<file path="src/rtl/gen_syn_filt.sv">
// Multi-channel level synchroniser with a per-channel glitch filter and
// registered rise/fall pulses. One lane instance per channel.

module gen_syn_filt_lane #(
  parameter int   STAGE   = 2,
  parameter int   FILT    = 3,
  parameter logic RST_BIT = 1'b0
) (
  input  logic CLK,
  input  logic RST,
  input  logic d,
  output logic q,
  output logic rise,
  output logic fall
);
  localparam int CW = (FILT > 1) ? $clog2(FILT) : 1;

  logic [STAGE-1:0] sr;
  logic [CW-1:0]    cnt;
  logic             sync_out;
  logic             upd;

  assign sync_out = sr[STAGE-1];
  // Accept only after FILT consecutive samples that disagree with q.
  assign upd      = (sync_out != q) && (cnt == CW'(FILT-1));

  always_ff @(posedge CLK or posedge RST) begin
    if (RST) begin
      sr   <= {STAGE{RST_BIT}};
      cnt  <= '0;
      q    <= RST_BIT;
      rise <= 1'b0;
      fall <= 1'b0;
    end else begin
      sr   <= {sr[STAGE-2:0], d};
      rise <= upd &  sync_out;
      fall <= upd & ~sync_out;
      if (sync_out == q || upd) cnt <= '0;
      else                      cnt <= cnt + CW'(1);
      if (upd) q <= sync_out;
    end
  end
endmodule

module gen_syn_filt #(
  parameter int            CH      = 4,
  parameter int            STAGE   = 2,
  parameter int            FILT    = 3,
  parameter logic [CH-1:0] RST_VAL = '0
) (
  input  logic          CLK,
  input  logic          RST,
  input  logic [CH-1:0] data_asyn,
  output logic [CH-1:0] data_syn,
  output logic [CH-1:0] rise,
  output logic [CH-1:0] fall,
  output logic          any_edge
);
  if (CH < 1 || STAGE < 2 || FILT < 1) begin : g_bad_param
    $error("gen_syn_filt: need CH>=1, STAGE>=2, FILT>=1");
  end

  for (genvar i = 0; i < CH; i++) begin : g_lane
    gen_syn_filt_lane #(
      .STAGE  (STAGE),
      .FILT   (FILT),
      .RST_BIT(RST_VAL[i])
    ) u_lane (
      .CLK (CLK),
      .RST (RST),
      .d   (data_asyn[i]),
      .q   (data_syn[i]),
      .rise(rise[i]),
      .fall(fall[i])
    );
  end

  assign any_edge = |(rise | fall);
endmodule

</file>
<file path="config.mk">
export PLATFORM = sky130hd
export DESIGN_NAME = gen_syn_filt
export DESIGN_NICKNAME = d
export VERILOG_FILES = /design/src/rtl/gen_syn_filt.sv
export SDC_FILE = /design/constraint.sdc
export NUM_CORES = 1
export LEC_CHECK = 0
export CELL_PAD_IN_SITES_DETAIL_PLACEMENT = 0
export CELL_PAD_IN_SITES_GLOBAL_PLACEMENT = 1
export CORE_ASPECT_RATIO = 1.5
export CORE_MARGIN = 3
export CORE_UTILIZATION = 45
export CTS_BUF_LIST = sky130_fd_sc_hd__clkbuf_8
export CTS_CLUSTER_SIZE = 30
export DETAILED_ROUTE_END_ITERATION = 7
export GPL_ROUTABILITY_DRIVEN = 0
export HOLD_SLACK_MARGIN = 0.1
export PLACE_DENSITY_LB_ADDON = 0.12
export RECOVER_POWER = 25
export SLEW_MARGIN = 20
export SYNTH_ARGS = -nofsm -noshare
export SYNTH_HDL_FRONTEND = slang
export SYNTH_HIERARCHICAL = 1
export SYNTH_SLANG_ARGS = --single-unit
export TNS_END_PERCENT = 5
</file>
<file path="constraint.sdc">
create_clock -name CLK -period 1.8 [get_ports CLK]
set_input_delay 0.36 -clock CLK [delete_from_list [all_inputs] [get_ports CLK]]
set_output_delay 0.36 -clock CLK [all_outputs]
set_load 0.1 [all_outputs]
</file>
==> flow_metrics.py <==
metrics = {
    "worst_setup_path": {
        "cp_max_fo": 2,
        "r2r_slack_ps": 830,
        "timing.critical_path.from": "g_lane[0].u_lane/fall",
        "critPathTopFamily": "simple AND/OR/NAND/NOR gates",
        "endpoint_kind": "output pin",
        "crit_slowest_cell": "dfrtp_2",
        "r2r_start": "g_lane[3].u_lane/cnt[0]",
        "path_buf_inv": 1,
        "worst-setup-path-type": "reg2out",
        "worst_ep_required_time_ps": 1440,
        "path_cells": "nor4_1, nand2_2, buf_12",
        "arrival_ps": 1320,
        "crit_path_max_incr_delay_ps": 430,
        "reg2reg_depth": 3,
        "worst-path-stages": 3,
        "startpoint_type": "flop",
    },
    "sta": {
        "max_freq_ghz": 0.594,
        "hold_violations": 0,
        "finClkSkew_ps": 0.717,
        "period_share_pct": 93.6,
        "rsz0062_at_grt": "false",
        "setup_violations": 0,
        "final_max_slew_viol_count": 0,
        "worstMarginPinSlew_ps": 298,
        "tns_ps": 0,
        "period_needed_ps": 1680,
        "maxSlewHeadroom_pct": 79.9,
    },
    "drt": {
        "drc": 0,
        "dr.first_iter.drc_count": 14,
        "via_count": 592,
        "dr.pass1.iters": 3,
        "post_drt_wl_per_cell_microns": 12.3,
        "avgViaCountPerCell": 5.06,
        "drt_wl_total_microns": 1440,
        "drtAntennaViolNets": 0,
    },
    "floorplanning": {
        "die_w_microns": 43.9,
        "core_sq_um": 1930,
        "start_util_pct": 50.2,
        "dieArea_sq_um": 2750,
        "ioPinCount": 19,
        "std_cell_rows": 19,
        "die_h_microns": 62.8,
    },
    "power_and_ir_drop": {
        "peakVddDrop_mv": 1.03,
        "power_leakage_nw": 0.628,
        "pwr_density_cell_nw_per_um2": 1730,
    },
    "logic_synthesis": {
        "ys_types": 10,
        "synth-seq-area-share_pct": 72.4,
        "syn-cell-area_sq_um": 967,
        "ys_seq_elements": 28,
        "syn_nets": 85,
        "netlist.area_leader.share_pct": 72.4,
        "avgSynthCellArea_sq_um": 12.9,
        "yosysTopAreaCell": "dfrtp_1",
        "synth-async-reset-ratio_pct": 100,
        "ys_top_cells_by_area": "dfrtp_1, ha_1, inv_1",
        "synth_edf_count": 0,
        "synth-warning-count": 6,
        "synth_top_flop_cell": "dfrtp_1",
        "yosysMostFrequentCell": "dfrtp_1",
        "synthTopCellsByCount": "dfrtp_1, inv_1, nor3_1",
        "synthCells": 75,
    },
    "clocking": {
        "cts-buffers-inserted": 3,
        "clk_latency_ps": 260,
        "cts.sinks": 28,
        "clk_path_buf_depth": 2,
        "cts_resized": 0,
        "clk_pin_slew_ps": 80,
        "holdBufCountCts": 0,
        "root_buffer": "clkbuf_8",
        "cts_tree": "done",
        "htreeDepth": 1,
        "cts_setup_buffers": 0,
    },
    "final_layout": {
        "synthToLayoutAreaGrowth_pct": 40.4,
        "fill_cells": 141,
        "drive_above_1_share_pct": 26.0,
        "ff_latch_area_sq_um": 711,
        "finalCoreUtilization_pct": 70.5,
        "layout.nets": 108,
        "multiInputGateArea_sq_um": 224,
        "antenna_cells": 0,
    },
    "hold_path": {
        "worstHoldPathType": "reg2reg",
        "hold_depth": 0,
        "worstHoldStart": "g_lane[1].u_lane/sr[0]",
    },
    "global_routing": {
        "grt_use_total_pct": 13.3,
        "grt_pass1_wl_microns": 2680,
        "grt_max_degree": 15,
        "antenna_found_initial": 0,
        "grt_overflow": 0,
        "grt_pass1_vias": 663,
    },
    "placement": {
        "dp_hpwl_microns": 1170,
        "port_buffers": 18,
    },
    "flow_run": {
        "max_cap_viol_count": 0,
    },
    "status": {
        "outcome": "completed",
    },
}
-- layer usage --
metal	global-route usage, %	wire, microns	up-vias
met5	0	0	-
met4	10.2	55	0
met3	1.73	84	5
met2	22.1	695	18
met1	14.5	602	286
li1	-	-	283
-- kinds of logic (layout without fill, tap and decap cells) --
family	Yosys count	in the layout	share of synthesized area, %
DFF	28	28	72.4
and+or+nand+nor	23	23	12.0
buffers and inverters	12	33	4.66
adders and majority gates	4	4	5.17
AOI/OAI and AO/OA	4	4	2.07
xor gates and xnor gates	4	4	3.62
-- metrics by stage --
stage / worst slack (ps) / cell area [sq um] / hold slack (ps) / power (mW) / instances
final: 116 / 1360 / 358 / 2.35 / 117
after global routing: 36.2 / 1360 / 377 / 2.49 / 117
after floorplan: 92.5 / 980 / 163 / 1.64 / 75
after detailed placement: 400 / 1320 / 341 / 2.06 / 114
after global placement: 419 / 1320 / 337 / 2.03 / 114
after CTS: 93.6 / 1360 / 360 / 2.38 / 117
-- area by class of cell --
| cell class | instances | area share [%] |
|---|---|---|
| well taps | 21 | 1.94 |
| repair buffers | 18 | 22.9 |
| inverters | 12 | 3.32 |
| flip-flops and latches | 28 | 52.4 |
| multi-input cells | 35 | 16.5 |
| clock buffers | 3 | 3.04 |
-- registers in the layout, indices dropped and copies added (netlist names) --
name                flops
g_lane.u_lane/sr        8
g_lane.u_lane/fall      4
g_lane.u_lane/cnt       8
g_lane.u_lane/rise      4
g_lane.u_lane/q         4
-- cells in the final DEF, fill, tap and decap left out, drive strengths merged --
| cell | netlist | routed |
|---|---|---|
| xnor2 | 4 | 4 |
| buf | 0 | 13 |
| clkbuf | 0 | 3 |
| nor2 | 4 | 4 |
| nor3 | 8 | 8 |
| ha | 4 | 4 |
| dfrtp | 28 | 28 |
| nand2 | 5 | 5 |
| inv | 12 | 12 |
| nor3b | 4 | 4 |
| o21ai | 4 | 4 |
| nor4 | 2 | 2 |
| dlygate4sd3 | 0 | 5 |
-- final timing paths --
kind | endpoint
worst min-delay path | g_lane[1].u_lane/sr[1]
max in group asynchronous | g_lane[3].u_lane/rise
worst max register to register | g_lane[3].u_lane/fall
worst min register to register | g_lane[1].u_lane/sr[1]
worst max-delay path | any_edge
min in group asynchronous | g_lane[2].u_lane/sr[1]
-- report_power, final --
| group | internal (mW) | leakage (nW) | total, mW | switching [mW] |
|---|---|---|---|---|
| Combinational | 0.411 | 0.262 | 1.14 | 0.731 |
| Clock | 0.150 | 0.0216 | 0.317 | 0.167 |
| Sequential | 0.767 | 0.345 | 0.890 | 0.123 |
Note: power is estimated with default switching activity, not from simulation.
